--- config.mk ---
export PLATFORM = sky130hd
export DESIGN_NAME = task_loader_rx
export DESIGN_NICKNAME = d
export VERILOG_FILES = /design/src/rtl/task_loader_pkg.sv /design/src/rtl/task_loader_rx.sv
export SDC_FILE = /design/constraint.sdc
export NUM_CORES = 1
export LEC_CHECK = 0
export BUFFER_PORTS_ARGS = -buffer_cell sky130_fd_sc_hd__buf_2
export CAP_MARGIN = 20
export CORE_MARGIN = 5
export CORE_UTILIZATION = 63
export CTS_BUF_LIST = sky130_fd_sc_hd__clkbuf_4 sky130_fd_sc_hd__clkbuf_8
export CTS_CLUSTER_DIAMETER = 80
export DETAILED_ROUTE_END_ITERATION = 10
export PLACE_DENSITY = 0.88
export SYNTH_ARGS = -nofsm -noshare
export SYNTH_HDL_FRONTEND = slang
export SYNTH_SLANG_ARGS = --single-unit
--- constraint.sdc ---
create_clock -name clk_i -period 8.05 [get_ports clk_i]
set_clock_uncertainty 0.15 [all_clocks]
set_input_delay 0.805 -clock clk_i [delete_from_list [all_inputs] [get_ports clk_i]]
set_output_delay 0.805 -clock clk_i [all_outputs]
set_load 0.02 [all_outputs]
--- src/rtl/task_loader_pkg.sv ---
// Shared types and constants for the MA injection-stream receiver (task_loader_rx).
package task_loader_pkg;

  typedef enum logic [3:0] {
    H_TEXT  = 4'd0,
    H_DATA  = 4'd1,
    H_BSS   = 4'd2,
    H_ENTRY = 4'd3,
    BIN     = 4'd4,
    D_SIZE  = 4'd5,
    D_CNT   = 4'd6,
    D_MAP   = 4'd7,
    D_TAG   = 4'd8,
    D_GRAPH = 4'd9,
    DONE    = 4'd10,
    ERR     = 4'd11
  } state_e;

  localparam int HDR_FLITS      = 4;
  localparam int BYTES_PER_WORD = 4;
  localparam int LEN_W          = 31;

  typedef struct packed {
    logic [31:0] text;
    logic [31:0] data;
    logic [31:0] bss;
    logic [31:0] entry;
  } task_hdr_t;

  // Word count of a binary; the byte sum is taken at 33 bits so a carry is never lost.
  function automatic logic [LEN_W-1:0] bin_words(input logic [31:0] text, input logic [31:0] data);
    logic [32:0] sum;
    sum = {1'b0, text} + {1'b0, data};
    return LEN_W'(sum >> $clog2(BYTES_PER_WORD));
  endfunction

endpackage

--- src/rtl/task_loader_rx.sv ---
// Receiving end of the MA injection stream: loads task binaries, headers and the descriptor map.
// Define TASK_LOADER_RX_CHECK_EN to enable protocol checks and the sticky ERR state.
module task_loader_rx
  import task_loader_pkg::*;
#(
  parameter int FLIT_SIZE  = 32,
  parameter int ADDR_WIDTH = 16,
  parameter int TASK_WORDS = 4096,
  parameter int MAX_TASKS  = 8,
  localparam int IDX_W     = (MAX_TASKS > 1) ? $clog2(MAX_TASKS) : 1
) (
  input  logic                  clk_i,
  input  logic                  rst_ni,
  input  logic                  rx_i,
  output logic                  credit_o,
  input  logic [FLIT_SIZE-1:0]  data_i,
  output logic                  mem_we_o,
  output logic [ADDR_WIDTH-1:0] mem_addr_o,
  output logic [31:0]           mem_data_o,
  input  logic                  mem_ready_i,
  output logic                  task_loaded_o,
  output logic [IDX_W-1:0]      task_idx_o,
  output logic [31:0]           entry_point_o,
  output logic [31:0]           bss_size_o,
  output logic                  map_valid_o,
  output logic [15:0]           map_addr_o,
  output logic [31:0]           map_tag_o,
  output logic [15:0]           mapper_address_o,
  output logic [15:0]           task_cnt_o,
  output logic                  done_o,
  output logic                  err_o
);

  // state   | meaning
  // H_TEXT  | header: text size (bytes)
  // H_DATA  | header: data size (bytes)
  // H_BSS   | header: bss size
  // H_ENTRY | header: entry point
  // BIN     | binary words to memory
  // D_SIZE  | descriptor: size
  // D_CNT   | descriptor: task count
  // D_MAP   | descriptor: entry PE address
  // D_TAG   | descriptor: entry tag
  // D_GRAPH | descriptor: graph flits (ignored)
  // DONE    | all binaries loaded
  // ERR     | protocol error, sticky

  state_e           state_q, state_d;
  logic [IDX_W-1:0] idx_q, idx_d, idx_out_q, idx_out_d;
  logic [LEN_W-1:0] cnt_q, cnt_d, len;
  task_hdr_t        hdr_q, hdr_d;
  logic [15:0]      task_cnt_q, task_cnt_d, map_addr_q, map_addr_d, mapper_q, mapper_d;
  logic [31:0]      map_tag_q, map_tag_d, entry_q, entry_d, bss_q, bss_d;
  logic             map_valid_q, map_valid_d, loaded_q, loaded_d;
  logic             xfer, finish, more_tasks, cnt_last;
`ifdef TASK_LOADER_RX_CHECK_EN
  logic [31:0]      size_q, size_d;
`endif

  always_comb begin
    credit_o = 1'b1;
    case (state_q)
      BIN:       credit_o = mem_ready_i;
      DONE, ERR: credit_o = 1'b0;
      default:   credit_o = 1'b1;
    endcase
  end

  assign xfer = rx_i && credit_o;

`ifdef TASK_LOADER_RX_CHECK_EN
  assign len = bin_words(hdr_q.text, hdr_q.data);
`else
  assign len = bin_words(hdr_q.text, hdr_q.data) & LEN_W'({ADDR_WIDTH{1'b1}});
`endif

  assign more_tasks = ({1'b0, 16'(idx_q)} + 17'd1) < {1'b0, task_cnt_q};
  assign cnt_last   = (cnt_q + LEN_W'(1)) == LEN_W'(task_cnt_q);

  always_comb begin
    state_d     = state_q;
    idx_d       = idx_q;
    cnt_d       = cnt_q;
    hdr_d       = hdr_q;
    task_cnt_d  = task_cnt_q;
    map_addr_d  = map_addr_q;
    map_tag_d   = map_tag_q;
    mapper_d    = mapper_q;
    entry_d     = entry_q;
    bss_d       = bss_q;
    map_valid_d = 1'b0;
    loaded_d    = 1'b0;
    finish      = 1'b0;
`ifdef TASK_LOADER_RX_CHECK_EN
    size_d      = size_q;
`endif
    if (xfer) begin
      case (state_q)
        H_TEXT: begin
          hdr_d.text = 32'(data_i);
          state_d    = H_DATA;
        end
        H_DATA: begin
          hdr_d.data = 32'(data_i);
          state_d    = H_BSS;
`ifdef TASK_LOADER_RX_CHECK_EN
          if (bin_words(hdr_q.text, 32'(data_i)) > LEN_W'(TASK_WORDS)) state_d = ERR;
`endif
        end
        H_BSS: begin
          hdr_d.bss = 32'(data_i);
          state_d   = H_ENTRY;
        end
        H_ENTRY: begin
          hdr_d.entry = 32'(data_i);
          cnt_d       = '0;
          if (len == '0) finish = 1'b1;
          else state_d = BIN;
        end
        BIN: begin
          cnt_d = cnt_q + LEN_W'(1);
          if (cnt_q == len - LEN_W'(1)) finish = 1'b1;
        end
        D_SIZE: begin
`ifdef TASK_LOADER_RX_CHECK_EN
          size_d  = 32'(data_i);
`endif
          state_d = D_CNT;
        end
        D_CNT: begin
          task_cnt_d = data_i[15:0];
          cnt_d      = '0;
          state_d    = D_MAP;
`ifdef TASK_LOADER_RX_CHECK_EN
          if (32'(data_i) != size_q || data_i == '0 || 32'(data_i) > 32'(MAX_TASKS)) state_d = ERR;
`endif
        end
        D_MAP: begin
          map_addr_d = data_i[15:0];
          state_d    = D_TAG;
`ifdef TASK_LOADER_RX_CHECK_EN
          if (cnt_q == '0 && data_i[15:0] == 16'hFFFF) state_d = ERR;
`endif
        end
        D_TAG: begin
          map_tag_d   = 32'(data_i);
          map_valid_d = 1'b1;
          if (cnt_q == '0) mapper_d = map_addr_q;
          if (cnt_last) begin
            cnt_d   = '0;
            state_d = D_GRAPH;
          end else begin
            cnt_d   = cnt_q + LEN_W'(1);
            state_d = D_MAP;
          end
        end
        D_GRAPH: begin
          if (cnt_last) begin
            cnt_d = '0;
            if (task_cnt_q == 16'd1) state_d = DONE;
            else begin
              state_d = H_TEXT;
              idx_d   = IDX_W'(1);
            end
          end else begin
            cnt_d = cnt_q + LEN_W'(1);
          end
        end
        default: ;
      endcase
    end
    // Task 0 is the mapper; the descriptor follows it before any other binary.
    if (finish) begin
      loaded_d = 1'b1;
      entry_d  = hdr_d.entry;
      bss_d    = hdr_q.bss;
      cnt_d    = '0;
      if (idx_q == '0) state_d = D_SIZE;
      else if (more_tasks) begin
        state_d = H_TEXT;
        idx_d   = idx_q + IDX_W'(1);
      end else state_d = DONE;
    end
    idx_out_d = finish ? idx_q : idx_d;
  end

  always_ff @(posedge clk_i or negedge rst_ni) begin
    if (!rst_ni) begin
      state_q     <= H_TEXT;
      idx_q       <= '0;
      idx_out_q   <= '0;
      cnt_q       <= '0;
      hdr_q       <= '0;
      task_cnt_q  <= '0;
      map_addr_q  <= '0;
      map_tag_q   <= '0;
      mapper_q    <= '0;
      entry_q     <= '0;
      bss_q       <= '0;
      map_valid_q <= 1'b0;
      loaded_q    <= 1'b0;
`ifdef TASK_LOADER_RX_CHECK_EN
      size_q      <= '0;
`endif
    end else begin
      state_q     <= state_d;
      idx_q       <= idx_d;
      idx_out_q   <= idx_out_d;
      cnt_q       <= cnt_d;
      hdr_q       <= hdr_d;
      task_cnt_q  <= task_cnt_d;
      map_addr_q  <= map_addr_d;
      map_tag_q   <= map_tag_d;
      mapper_q    <= mapper_d;
      entry_q     <= entry_d;
      bss_q       <= bss_d;
      map_valid_q <= map_valid_d;
      loaded_q    <= loaded_d;
`ifdef TASK_LOADER_RX_CHECK_EN
      size_q      <= size_d;
`endif
    end
  end

  assign mem_we_o   = (state_q == BIN) && xfer;
  assign mem_data_o = (state_q == BIN) ? 32'(data_i) : '0;
  assign mem_addr_o = (state_q == BIN) ?
                      ADDR_WIDTH'(LEN_W'(idx_q) * LEN_W'(TASK_WORDS) + cnt_q) : '0;

  assign task_loaded_o    = loaded_q;
  assign task_idx_o       = idx_out_q;
  assign entry_point_o    = entry_q;
  assign bss_size_o       = bss_q;
  assign map_valid_o      = map_valid_q;
  assign map_addr_o       = map_addr_q;
  assign map_tag_o        = map_tag_q;
  assign mapper_address_o = mapper_q;
  assign task_cnt_o       = task_cnt_q;
  assign done_o           = (state_q == DONE);
`ifdef TASK_LOADER_RX_CHECK_EN
  assign err_o = (state_q == ERR);
`else
  assign err_o = 1'b0;
`endif

endmodule
# After elaboration in Yosys (flattened, before gate mapping)
# Index checks and enable logic that the tools add are counted.
# W data, S select, Z words.
[totals] register_bits=315 in_bits=36 output_inout_bits=201 elab_cells=93
[op_classes] n_addsub=6 n_lt_le_gt_ge=1 eq_ne=16 mux=33 n_reduce_logical=21
[ops] cell="$mux W32" n=3
[ops] cell="$mux W31" n=3
[ops] cell="$pmux W31 S3" n=1
[ops] cell="$logic_not A31 Y1" n=2
[ops] cell="$pmux W4 S9" n=1
[ops] cell="$mux W4" n=8
[ops] cell="$add A31 B1 Y31 const B" n=1
[ops] cell="$eq A31 B16 Y1" n=1
[ops] cell="$eq A31 B31 Y1" n=1
[ops] cell="$mux W3" n=8
[ops] cell="$add A18 B18 Y18" n=1
[ops] cell="$sub A16 B1 Y17 const B" n=1
[ops] cell="$add A15 B16 Y16" n=1
[ops] cell="$eq A16 B1 Y1 const B" n=1
[ops] cell="$eq A4 B3 Y1 const B" n=4
[ops] cell="$eq A4 B4 Y1 const B" n=4
[ops] cell="$lt A4 B16 Y1" n=1
[ops] cell="$mux W16" n=1
[ops] cell="$reduce_and A2 Y1" n=7
[ops] cell="$reduce_bool A10 Y1" n=1
[ops] cell="$eq A4 B2 Y1 const B" n=2
[ops] cell="$mux W1" n=6
[ops] cell="$ne A3 B3 Y1 const B" n=2
[ops] cell="$reduce_or A2 Y1" n=3
[ops] cell="other kinds (11)" n=13

# Logic depth before layout (Yosys ltp)
# Gate-level depths: netlist (run 1).
[depth] ltp_word=9 ltp_mapped=17 depth_no_buf=14

# Least setup slack after synthesis (run 1)
# Ideal clock, no wire load.
[synth_timing] path_type="register to register" from="reg hdr_q[72] (netlist bit)" to="reg idx_q[1]" setup_time_ns=0.125 arrival_ns=4.059 required_time_ns=7.775 path_slack_ns=3.716 stages_incl_launch_ff=16 n_path_buf=2 synth_period_minus_slack_ns=4.334 cell_sequence="dfrtp_1 ha_1 a21o_1 o21bai_2 or4_1 a22oi_2 nand4_1 nor4bb_1 xnor2_1 nand4_1 or3b_1 o2bb2a_4 buf_6 buf_6 nor3_2 mux2_2"
[synth_between] elab_chain_cells=7 word_cells_on_any_way=9 classes_between="add/sub: 2; eq/ne: 1; mux: 5; reduce/logical: 1"
[synth_lines] element="from (decl)" line_no="task_loader_rx.sv:51" text="task_hdr_t hdr_q, hdr_d;"
[synth_lines] element="from (signal assigned)" line_no="task_loader_rx.sv:210" text="hdr_q <= hdr_d;"
[synth_lines] element="$add A18 B18 Y18 (*)" line_no="task_loader_pkg.sv:33" text="sum = {1'b0, text} + {1'b0, data};"
[synth_lines] element="$sub A16 B1 Y17" line_no="task_loader_rx.sv:122" text="if (cnt_q == len - LEN_W'(1)) finish = 1'b1;"
[synth_lines] element="$eq A31 B31 Y1" line_no="task_loader_rx.sv:122"
[synth_lines] element="$mux W1" line_no="task_loader_rx.sv:122"
[synth_lines] element="$pmux W1 S2 (*)" line_no="task_loader_rx.sv:98" text="case (state_q)"
[synth_lines] element="$mux W1 (*)" line_no="task_loader_rx.sv:97" text="if (xfer) begin"
[synth_lines] element="$mux W3 (*)" line_no="task_loader_rx.sv:173" text="if (finish) begin"
[synth_lines] element="named net idx_d[1]" line_no="task_loader_rx.sv:49" text="logic [IDX_W-1:0] idx_q, idx_d, idx_out_q, idx_out_d;"
[synth_lines] element="to (signal assigned)" line_no="task_loader_rx.sv:207" text="idx_q <= idx_d;"
[synth_lines] element="to (decl)" line_no="task_loader_rx.sv:49"
# The timed path passes the listed nets; every way through them passes the cells marked *.
# A chain may end at the register's enable or synchronous reset.

# Worst setup path in the final report (run 1)
[layout_timing] from="reg hdr_q[72] (netlist bit)" to="reg cnt_q[17]"
[layout_between] elab_chain_cells=8 word_cells_on_any_way=12 classes_between="add/sub: 2; eq/ne: 1; mux: 5; reduce/logical: 4"
[layout_lines] element="$add A18 B18 Y18 (*)" line_no="task_loader_pkg.sv:33"
[layout_lines] element="$sub A16 B1 Y17" line_no="task_loader_rx.sv:122"
[layout_lines] element="$eq A31 B31 Y1" line_no="task_loader_rx.sv:122"
[layout_lines] element="$mux W1" line_no="task_loader_rx.sv:122"
[layout_lines] element="$pmux W1 S2 (*)" line_no="task_loader_rx.sv:98"
[layout_lines] element="$mux W1 (*)" line_no="task_loader_rx.sv:97"
[layout_lines] element="$reduce_bool A4 Y1 (no source line) / $reduce_bool A2 Y1 (equally long branches)"
[layout_lines] element="$reduce_and A2 Y1 (no source line)"
[layout_lines] element="to (signal assigned)" line_no="task_loader_rx.sv:209" text="cnt_q <= cnt_d;"
[layout_lines] element="to (decl)" line_no="task_loader_rx.sv:50" text="logic [LEN_W-1:0] cnt_q, cnt_d, len;"
# Mark *: on every way between the ends. The rest lies on a longest branch, timed or not.

==> summary.md, run 1 <==
| Metric | Value |
|---|---|
| H-tree Lvls | `2` |
| Placed inst area | `15,900 um^2` |
| Port bufs | `235` |
| Max-cap violations | `0` |
| Fmax | `0.197 GHz` |
| Required time of the worst setup path | `8.36 ns` |
| Combinational family with the most area after synthesis | `multiplexers` |
| Busiest grt layer | `met2` |
| Initial DRC Count | `1,028` |
| Most frequent cells in the layout | `dfrtp_1, buf_2, mux2_2` |
| CP Launch Point | `hdr_q[72]$_DFFE_PN0P_` |
| Max clock buf depth | `3` |
| Synth Instances | `1,317` |
| Run status | `finished, final reports clean` |
| PostCTS Resize Cnt | `0` |
| Root buf cell | `clkbuf_8` |
| Residual DRC | `0` |
| Sequential area share after synthesis | `0.492` |
| Final slew viol count | `0` |
| I/O pins | `237` |
| EDFF count, synth | `0` |
| Area leader, netlist | `dfrtp_1` |
| WL per Instance | `22.7 um` |
| Setup TNS | `0 ns` |
| Hold-fix buffers, CTS | `0` |
| Area Overhead vs Synth | `16.0%` |
| Vias per cell | `6.30` |
| Slew margin rel. | `0.264` |
| M1 GR Usage | `0.416` |
| Setup ws final | `2.98 ns` |
| Global Route met3 Usage | `0.0850` |
| RSZ-0062 raised after global routing | `false` |
| Post-Place Worst Slack | `3.07 ns` |
| Drt first pass iters | `5` |
| Post-Syn Nets | `1,381` |
| Post-synth ARST share | `1.00` |
| CP Class | `flip-flop to flip-flop` |
| Final setup viols | `0` |
| Cell Area, Synth | `14,600 um^2` |
| CTS Sinks | `287` |
| Initial antenna violation count | `1` |
| Post-synth top area share | `0.492` |
| Fin. Hold Viols | `0` |
| # nets final | `1,591` |
| RR Startpoint | `hdr_q[72]$_DFFE_PN0P_` |
| # Post-CTS Setup Buffers | `0` |
| Antenna diodes | `0` |
| Main flop type after synthesis | `dfrtp_1` |
| Layout Utilization | `0.745` |
| Worst slew pin tran | `1.10 ns` |
| Post-Synth Adder-Cell Area | `0.0245` |
| Core area | `22,700 um^2` |
| Total track usage | `0.320` |
| ANT nets after route | `0` |
| Num CTS Buffers | `46` |
| Crit-path max FO | `25` |
| Overall power | `6.91 mW` |
| Worst skew pair latency | `0.58 ns` |
| Die area | `26,300 um^2` |
| Avg Inst Size Synth | `11.1 um^2` |
| R2R cell count | `13` |
| Total gr overflow | `0` |
| CP Launch Type | `flip-flop` |
| Power Density | `408 nW/um^2` |
| TritonCTS clock tree | `built` |
| Leak | `8.59 nW` |
| YS warnings | `0` |
| Gpl congestion | `0.902` |
| Pin count of the biggest net entering global routing | `191` |
| Final WL | `41,900 um` |
| Finished Cell Area | `16,900 um^2` |
| Final Critical Period | `5.07 ns` |
| Worst hold path type | `input port to asynchronous set/reset pin` |
| Worst Path Arrival | `5.38 ns` |
| Largest cells by area after synthesis | `dfrtp_1, mux2_2, nand2_1` |
| XOR/XNOR Fraction of Synth Area | `0.0416` |
| Std-Cell Rows | `55` |
| Met2 Usage GRT | `0.520` |
| Die height | `162 um` |
| Vias in the first global route | `11,900` |
| Mux cell area share after synthesis | `0.169` |
| Initial Util | `0.642` |
| Vias | `11,600` |
| Die width | `162 um` |
| First-pass GRT wire length | `66,500 um` |
| Complex-gate fraction of the synthesized area | `0.0894` |
| VDD IR max | `236 uV` |
| Unique masters post-synth | `91` |
| Simple-Gate Fraction of Synth Area | `0.152` |
| FF+latch count, synth | `287` |
| CTS clk-pin slew, worst paths | `0.06 ns` |
| Most common cell after layout, fill and taps aside | `dfrtp_1` |
| Final period util | `0.630` |
| Share of cells above drive strength 1 | `0.368` |
| CP endpoint kind | `flip-flop` |
| DP Wirelength | `28,700 um` |
==> worst max-delay path: stages (launching register included) <==
cell	delay, ns
dfrtp_1	0.38
ha_1	0.39
a21o_1	0.21
o21bai_2	0.26
or4_1	0.58
a22oi_2	0.34
and3_1	0.27
nand4bb_2	0.21
nor4_1	0.39
o211ai_1	0.12
a211oi_1	0.85
or3_4	0.45
nor2_1	0.08
a221o_1	0.26
==> worst paths after layout <==
| check | end | slack (ns) |
|---|---|---|
| hold reg to reg | bss_size_o[10]$_DFFE_PN0N_ | 0.33 |
| min in group clk_i | bss_size_o[10]$_DFFE_PN0N_ | 0.33 |
| setup reg to reg | cnt_q[17]$_DFFE_PN0P_ | 2.98 |
| hold / removal | hdr_q[74]$_DFFE_PN0P_ | 0.13 |
| setup / recovery | cnt_q[17]$_DFFE_PN0P_ | 2.98 |
| max in group asynchronous | state_q[3]$_DFFE_PN0P_ | 6.16 |
==> cells in the mapped netlist, types with 25 or more instances <==
master,count
and3_1,63
mux2_2,213
ha_1,27
dfrtp_1,287
o21ai_0,39
xnor2_1,39
a21oi_1,31
clkbuf_1,50
nor2_1,42
nand2_1,162
xor2_1,25
inv_1,27
nand3_1,34
==> power breakdown <==
| group | total (mW) | switching, mW | internal (mW) |
|---|---|---|---|
| clock network | 1.32 | 0.595 | 0.729 |
| logic | 3.28 | 1.91 | 1.37 |
| registers | 2.31 | 0.418 | 1.89 |
| total | 6.91 | 2.92 | 3.99 |
==> logic make-up after synthesis <==
family,count (synthesis)
AO/OA/AOI/OAI,178
XOR/XNOR,66
adder cells (fa/ha/maj),28
buffers and inverters,109
flip-flops,287
multiplexers,219
other,1
AND/OR/NAND/NOR,429
==> state kept, by name (all words and copies together), names as in the netlist <==
signal / flops
map_tag_o: 32
map_valid_o: 1
cnt_q: 31
task_idx_o: 3
bss_size_o: 32
mapper_address_o: 16
idx_q: 3
entry_point_o: 32
map_addr_o: 16
hdr_q: 100
task_loaded_o: 1
task_cnt_o: 16
state_q: 4
==> layer usage <==
metal	share of wire	wire, um
met4	0.036	1490
met1	0.39	16400
met5	0	0
met3	0.096	4040
met2	0.48	20000
==> per-stage QoR <==
step                instances  hold WS, ns
floorplan                1317        0.319
global placement         1762        0.304
detailed placement       1762        0.307
CTS                      1843        0.140
global route             1845        0.176
finish                   1845        0.128
==> final cells by class <==
class	count	area (um^2)
repair buffers	244	1310
well taps	285	357
fillers	1469	5790
clock buffers	68	867
clock inverters	13	119
inverters	27	101
multi-input cells	921	6990
flip-flops and latches	287	7180
No activity file was read; power rests on OpenSTA's default activity.
==> inputs of run 2 (changes only) <==
ABC_AREA = 1   (was not set)
CORE_UTILIZATION = 53   (was 63)
PLACE_DENSITY = 0.79   (was 0.88)
clock period = 4.5 ns   (was 8.05 ns; I/O delays follow)
==> summary.md, run 2 <==
| Metric | Value |
|---|---|
| Global Route met3 Usage | `0.0725 (-0.0125)` |
| Core area | `27,000 um^2 (+19%)` |
| Worst skew pair latency | `0.57 ns (about the same)` |
| Worst reg-to-reg setup slack | `0.46 ns (-2.51 ns)` |
| Unique masters post-synth | `49 (-46%)` |
| Final setup viols | `0 (unchanged)` |
| Largest cells by area after synthesis | `dfrtp_1, nand2_1, o21ai_0` |
| ANT nets after route | `0 (unchanged)` |
| Top reg by flops | `hdr_q` |
| Number of fillers in the final layout | `2,362 (+61%)` |
| Area leader, netlist | `dfrtp_1` |
| Run status | `finished, final reports clean` |
| Final period util | `0.897 (+0.267)` |
| Power Density | `722 nW/um^2 (+77%)` |
| Hold-fix buffers, CTS | `1 (+1)` |
| Final Critical Period | `4.04 ns (-1.04 ns)` |
| R2R Path End | `idx_q[0]$_DFF_PN0_` |
| Avg Inst Size Synth | `7.88 um^2 (-29%)` |
| Die width | `176 um (+8.4%)` |
| # Post-CTS Setup Buffers | `0 (unchanged)` |
| Most frequent cells in the layout | `nand2_1, dfrtp_1, buf_2` |
| Post-Syn Nets | `1,913 (+39%)` |
| Worst stage delay on the critical path | `0.42 ns (-0.43 ns)` |
| CP most frequent cell | `nand2_1` |
| Num CTS Buffers | `48 (+4.3%)` |
| Cell Area, Synth | `14,600 um^2 (about the same)` |
| Residual DRC | `0 (unchanged)` |
| Hold path start | `data_i[26]` |
| Vias per cell | `5.41 (-14%)` |
| Delay-heaviest family, CP | `simple AND/OR/NAND/NOR gates` |
| Placed insts | `2,379 (+35%)` |
| Met2 Usage GRT | `0.466 (-0.0541)` |
| Main flop type after synthesis | `dfrtp_1` |
| Synth Instances | `1,849 (+40%)` |
| H-tree Lvls | `2 (unchanged)` |
| Port bufs | `235 (unchanged)` |
| Final WL | `44,800 um (+6.8%)` |
| Setup TNS | `0 ns (unchanged)` |
| Leak | `9.27 nW (+7.9%)` |
| Gpl congestion | `0.933 (+3.5%)` |
| VDD IR max | `470 uV (+100%)` |
| M1 GR Usage | `0.394 (-0.0230)` |
| YS warnings | `0 (unchanged)` |
| Post-synth top area share | `0.493 (about the same)` |
| Die height | `176 um (+8.4%)` |
| Synth top cells by count | `nand2_1, dfrtp_1, inv_1, o21ai_0, nor2_1` |
| Sequential area share after synthesis | `0.493 (about the same)` |
| R2R cell count | `27 (+14)` |
| Vias in the first global route | `13,200 (+11%)` |
| Slew margin rel. | `0.328 (+0.0635)` |
| Fmax | `0.248 GHz (+26%)` |
| # nets final | `2,153 (+35%)` |
| CTS Sinks | `287 (unchanged)` |
| Initial antenna violation count | `0 (-1)` |
| Post-synth ARST share | `1.00 (unchanged)` |
| Final cell count without fillers | `2,463 (+33%)` |
| Largest register FFs | `100 (unchanged)` |
| Share of cells above drive strength 1 | `0.191 (-0.177)` |
| Most numerous cell in the Yosys netlist | `nand2_1` |
| Required time of the worst setup path | `4.81 ns (-3.55 ns)` |
| PostCTS Resize Cnt | `0 (unchanged)` |
| FF+latch count, synth | `287 (unchanged)` |
| Slowest-stage cell, CP | `buf_4` |
| Setup ws final | `0.463 ns (-2.51 ns)` |
| I/O pins | `237 (unchanged)` |
| Area Overhead vs Synth | `17.0%` |
| TritonCTS clock tree | `built` |
| Max-cap violations | `0 (unchanged)` |
| DP Wirelength | `33,000 um (+15%)` |
| CTS clk-pin slew, worst paths | `0.06 ns (about the same)` |
| Die area | `30,900 um^2 (+18%)` |
| CP endpoint kind | `flip-flop` |
| Max clock buf depth | `3 (unchanged)` |
| Antenna diodes | `0 (unchanged)` |
| Root buf cell | `clkbuf_8` |
| Worst slew pin tran | `1.01 ns (-0.0953 ns)` |
| RR Startpoint | `hdr_q[66]$_DFFE_PN0P_` |
| WP buf/inv | `6 (+6)` |
| Busiest grt layer | `met2` |
| Final slew viol count | `0 (unchanged)` |
| RSZ-0062 raised after global routing | `false` |
| Hold Path Sink | `hdr_q[58]$_DFFE_PN0P_` |
| Most common cell after layout, fill and taps aside | `nand2_1` |
| First-pass GRT wire length | `71,300 um (+7.3%)` |
| Crit-path max FO | `39 (+56%)` |
| Pin count of the biggest net entering global routing | `108 (-43%)` |
| CP Launch Type | `flip-flop` |
| EDFF count, synth | `0 (unchanged)` |
| Std-Cell Rows | `60 (+9.1%)` |
| CP Class | `flip-flop to flip-flop` |
| WL per Instance | `18.2 um (-20%)` |
| Vias | `13,300 (+15%)` |
| Initial Util | `0.539 (-0.103)` |
| Fin. Hold Viols | `0 (unchanged)` |
| Worst Path Arrival | `4.35 ns (-1.03 ns)` |
| Min-Delay Path Depth | `3` |
| WHS | `0.0603 ns (-0.0676 ns)` |
| Total track usage | `0.290 (-0.0296)` |
| Post-Place Worst Slack | `0.533 ns (-2.54 ns)` |
| Total gr overflow | `0 (unchanged)` |
| Worst hold path type | `input port to flip-flop` |
| Drt first pass iters | `8 (+3)` |
| Initial DRC Count | `1,194 (+16%)` |
run 2: cell count changes in the layout (fill, tap and decap cells not counted), sizes merged, moves of 10 or more:
| cell | before | now |
|---|---|---|
| nand2 | 162 | 616 |
| mux2 | 214 | 16 |
| inv | 28 | 211 |
| o21ai | 41 | 210 |
| nor2 | 42 | 158 |
| and3 | 63 | 0 |
| nand3 | 34 | 97 |
| xnor2 | 39 | 3 |
| o22ai | 1 | 30 |
| or3 | 16 | 0 |
| a21o | 12 | 0 |
| and2 | 11 | 1 |
run 2: kinds of logic (layout without fill, tap and decap cells):
group | count (synthesis) | in the layout | share of synthesized area
AND/OR/NAND/NOR | 942 | 942 | 0.269
adder cells (fa/ha/maj) | 28 | 28 | 0.0246
XOR/XNOR | 33 | 33 | 0.0222
flip-flops | 287 | 287 | 0.493
buffers and inverters | 272 | 545 | 0.0761
AO/OA/AOI/OAI | 270 | 270 | 0.103
other | 1 | 1 | 0.000257
multiplexers | 16 | 16 | 0.0124
run 2: layout make-up:
class                      instances  area (um^2)  area share
multi-input combinational       1290         6290       0.369
timing repair buffer             251         1330      0.0782
clock inverter                     8         87.6     0.00514
inverter                         211          792      0.0464
clock buffer                      75          938      0.0550
sequential                       287         7180       0.421
tap                              341          427      0.0250
run 2: through the flow:
| stage | cell area (um^2) | utilization | power (mW) |
|---|---|---|---|
| after floorplan | 14600 | - | 8.05 |
| after global placement | 16000 | 0.593 | 9.68 |
| after detailed placement | 16000 | 0.593 | 9.79 |
| after CTS | 17100 | 0.631 | 12.3 |
| after global routing | 17100 | 0.631 | 13.3 |
| final | 17100 | 0.631 | 12.3 |
run 2: worst max path at each step:
stage                                      from               endpoint  slack, ns  cells after the start
after global routing      hdr_q[66]$_DFFE_PN0P_     idx_q[0]$_DFF_PN0_       0.01                     27
final                     hdr_q[66]$_DFFE_PN0P_     idx_q[0]$_DFF_PN0_       0.46                     27
after global placement    hdr_q[66]$_DFFE_PN0P_     idx_q[0]$_DFF_PN0_       0.62                     25
after CTS                 hdr_q[66]$_DFFE_PN0P_     idx_q[0]$_DFF_PN0_       0.53                     27
after floorplan           hdr_q[66]$_DFFE_PN0P_  cnt_q[20]$_DFFE_PN0P_       1.34                     26
after detailed placement  hdr_q[66]$_DFFE_PN0P_     idx_q[0]$_DFF_PN0_       0.53                     27
run 2: worst reg2reg max path: stages (launching register included):
cell     delay [ns]
dfrtp_1        0.38
ha_1           0.37
nand2_1        0.14
inv_1          0.05
nand2_1        0.07
nand2_1        0.10
nand2_1        0.10
nand2_1        0.05
inv_1          0.05
ha_1           0.18
inv_1          0.08
nor2_1         0.23
nand2_1        0.14
nor2_4         0.13
nand2_2        0.10
nor2_4         0.13
nand3_1        0.08
nand2_1        0.07
nand2_1        0.07
nor2_1         0.10
nand2_1        0.09
o21ai_4        0.20
buf_4          0.43
nand3_1        0.21
inv_1          0.12
nand2_1        0.05
nand2_1        0.07
inv_1          0.03
run 2: where the power goes:
| group | internal (mW) | leakage [nW] | switching, mW |
|---|---|---|---|
| registers | 3.43 | 3.71 | 0.740 |
| logic | 1.85 | 5.01 | 3.84 |
| clock network | 1.39 | 0.540 | 1.07 |
| total | 6.67 | 9.27 | 5.65 |
run 2: metal layers:
layer | wire length [um] | share of wire | up-vias
met4 | 1280 | 0.029 | 0
met3 | 4050 | 0.090 | 85
met5 | 0 | 0 | -
met1 | 18700 | 0.42 | 6354
met2 | 20800 | 0.46 | 498
li1 | - | - | 6392
==> inputs of run 3 (changes only) <==
CORE_UTILIZATION = 52   (was 53)
CTS_BUF_LIST = sky130_fd_sc_hd__clkbuf_8 sky130_fd_sc_hd__clkbuf_16   (was sky130_fd_sc_hd__clkbuf_4 sky130_fd_sc_hd__clkbuf_8)
PLACE_DENSITY = 0.77   (was 0.79)
RECOVER_POWER = 25   (was not set)
==> summary.md, run 3 (same netlist as run 2, synthesis figures left out) <==
| Metric | Value |
|---|---|
| Most common cell after layout, fill and taps aside | `nand2_1` |
| Die area | `31,500 um^2 (+1.8%)` |
| Initial DRC Count | `1,181 (-1.1%)` |
| Root buf cell | `clkbuf_16` |
| Worst slew pin tran | `2.46 ns (+1.46 ns)` |
| Residual DRC | `0 (unchanged)` |
| Worst Path Arrival | `4.24 ns (-0.11 ns)` |
| Hold Path Sink | `map_tag_o[18]$_DFFE_PN0P_` |
| Vias in the first global route | `13,000 (-1.5%)` |
| CP Class | `flip-flop to flip-flop` |
| Wire length on met1 | `18,700 um (+0.36%)` |
| Leak | `8.95 nW (-3.4%)` |
| Std-Cell Rows | `61 (+1.7%)` |
| RR Startpoint | `hdr_q[66]$_DFFE_PN0P_` |
| CP endpoint kind | `flip-flop` |
| # nets final | `2,135 (-0.84%)` |
| Antenna diodes | `0 (unchanged)` |
| Worst hold path type | `input port to flip-flop` |
| Final period util | `0.884 (-0.0129)` |
| CP Launch Type | `flip-flop` |
| CP Launch Point | `hdr_q[66]$_DFFE_PN0P_` |
| VDD IR max | `390 uV (-17%)` |
| Num CTS Buffers | `30 (-38%)` |
| R2R cell count | `26 (-3.7%)` |
| R2R Path End | `cnt_q[30]$_DFFE_PN0P_` |
| Worst reg-to-reg setup slack | `0.52 ns (+0.06 ns)` |
| Area Overhead vs Synth | `16.8%` |
| Drt first pass iters | `5 (-3)` |
| Die height | `177 um (+0.90%)` |
| Total track usage | `0.284 (-0.00619)` |
| WHS | `0.0430 ns (-0.0173 ns)` |
| Met2 WL | `20,300 um (-2.2%)` |
| Finished Cell Area | `17,000 um^2 (-0.17%)` |
| Final Critical Period | `3.98 ns (-0.0583 ns)` |
| TritonCTS clock tree | `built` |
| I/O pins | `237 (unchanged)` |
| Crit-path max FO | `40 (+2.6%)` |
| Min-Delay Path Depth | `3 (unchanged)` |
| Required time of the worst setup path | `4.76 ns (-0.05 ns)` |
| Die width | `177 um (+0.90%)` |
| Run status | `finished, violations left` |
| Largest register FFs | `100 (unchanged)` |
| Top Layer Used | `met4` |
| Worst skew pair latency | `0.58 ns (about the same)` |
| CTS Sinks | `287 (unchanged)` |
| Top reg by flops | `hdr_q` |
| Final WL | `44,900 um (+0.22%)` |
| Max clock buf depth | `3 (unchanged)` |
| H-tree Lvls | `1 (-1)` |
| Port bufs | `235 (unchanged)` |
| Overall power | `12.4 mW (+0.69%)` |
| Failing checks | `max-capacitance violations, max-slew violations` |
| Vias | `13,300 (-0.098%)` |
| Pin count of the biggest net entering global routing | `91 (-16%)` |
| Met3 wire length | `3870 um (-4.4%)` |
| Placed inst area | `16,100 um^2 (+0.29%)` |
| DP Wirelength | `33,000 um (about the same)` |
| Setup TNS | `0 ns (unchanged)` |
| Final setup viols | `0 (unchanged)` |
| Fin. Hold Viols | `0 (unchanged)` |
| Slew margin rel. | `-0.642 (-0.970)` |
| Power Density | `728 nW/um^2 (+0.86%)` |
| CTS clk-pin slew, worst paths | `0.06 ns (about the same)` |
| Share of cells above drive strength 1 | `0.140 (-0.0509)` |
| RSZ-0062 raised after global routing | `false` |
| Initial Util | `0.526 (-0.0132)` |
| Total gr overflow | `0 (unchanged)` |
| Max-cap violations | `1 (+1)` |
| First-pass GRT wire length | `70,700 um (-0.90%)` |
| Gpl congestion | `0.937 (+0.40%)` |
| Final slew viol count | `90 (+90)` |
| ANT nets after route | `0 (unchanged)` |
| Hold path start | `data_i[18]` |
| Core area | `27,700 um^2 (+2.5%)` |
| WL per Instance | `18.2 um (-0.11%)` |
| Layout Utilization | `0.615 (-0.0165)` |
| Vias per cell | `5.39 (-0.42%)` |
| # Post-CTS Setup Buffers | `0 (unchanged)` |
| Most frequent cells in the layout | `nand2_1, dfrtp_1, inv_1` |
| Fmax | `0.251 GHz (+1.5%)` |
| Initial antenna violation count | `0 (unchanged)` |
[run 3: final cells by class]
| type | instances | area, um^2 |
|---|---|---|
| fillers | 2445 | 10700 |
| multi-input cells | 1290 | 6290 |
| flip-flops and latches | 287 | 7180 |
| well taps | 378 | 473 |
| inverters | 211 | 792 |
| clock inverters | 14 | 168 |
| clock buffers | 40 | 888 |
| repair buffers | 251 | 1230 |
[run 3: worst max-delay path by stage]
| stage | to | slack [ns] | cells after the start |
|---|---|---|---|
| after floorplan | cnt_q[20]$_DFFE_PN0P_ | 1.34 | 26 |
| after global placement | cnt_q[30]$_DFFE_PN0P_ | 0.59 | 22 |
| after detailed placement | cnt_q[30]$_DFFE_PN0P_ | 0.48 | 26 |
| after CTS | cnt_q[30]$_DFFE_PN0P_ | 0.45 | 26 |
| after global routing | cnt_q[30]$_DFFE_PN0P_ | 0.10 | 24 |
| final | cnt_q[30]$_DFFE_PN0P_ | 0.52 | 26 |
[run 3: metrics by stage]
step	setup slack [ns]	std cells
floorplan	1.34	1849
global placement	0.585	2416
detailed placement	0.477	2416
CTS	0.455	2471
global route	0.105	2471
finish	0.522	2471
[run 3: power by group]
part / internal (mW) / leakage (nW) / switching [mW]
combinational: 1.81 / 4.70 / 3.83
sequential: 3.43 / 3.71 / 0.751
clock: 1.55 / 0.535 / 1.03
total: 6.79 / 8.95 / 5.61
[run 3: worst max-delay path, cell delays in order (launching register included)]
cell and delay, ns:
dfrtp_1 0.38, ha_1 0.36, nand2_1 0.12, inv_1 0.04, nand2_1 0.07, nand2_1 0.09
nand2_1 0.10, nand2_1 0.05, inv_1 0.05, ha_1 0.17, inv_1 0.06, nor2_1 0.24
nand2_1 0.14, nor2_4 0.13, nand2_2 0.09, nor2_4 0.12, nand3_1 0.08, nand2_1 0.06
nand2_1 0.08, nor2_1 0.10, nand2_1 0.09, o21ai_4 0.17, buf_6 0.31, nor2_2 0.09
nand2_1 0.09, buf_4 0.27, o22ai_1 0.12
[run 3: layer usage]
metal	GRT usage	up-vias
met5	0	-
met4	0.109	0
met3	0.0697	109
met2	0.451	511
met1	0.379	6349
li1	-	6347
[run 3: repair_timing]
item | in CTS | in global routing
hold buffers | 1 | 0
setup endpoints to repair | 0 | 1
gates resized for setup | 0 | 1
endpoints found under the hold margin | 86 | 0
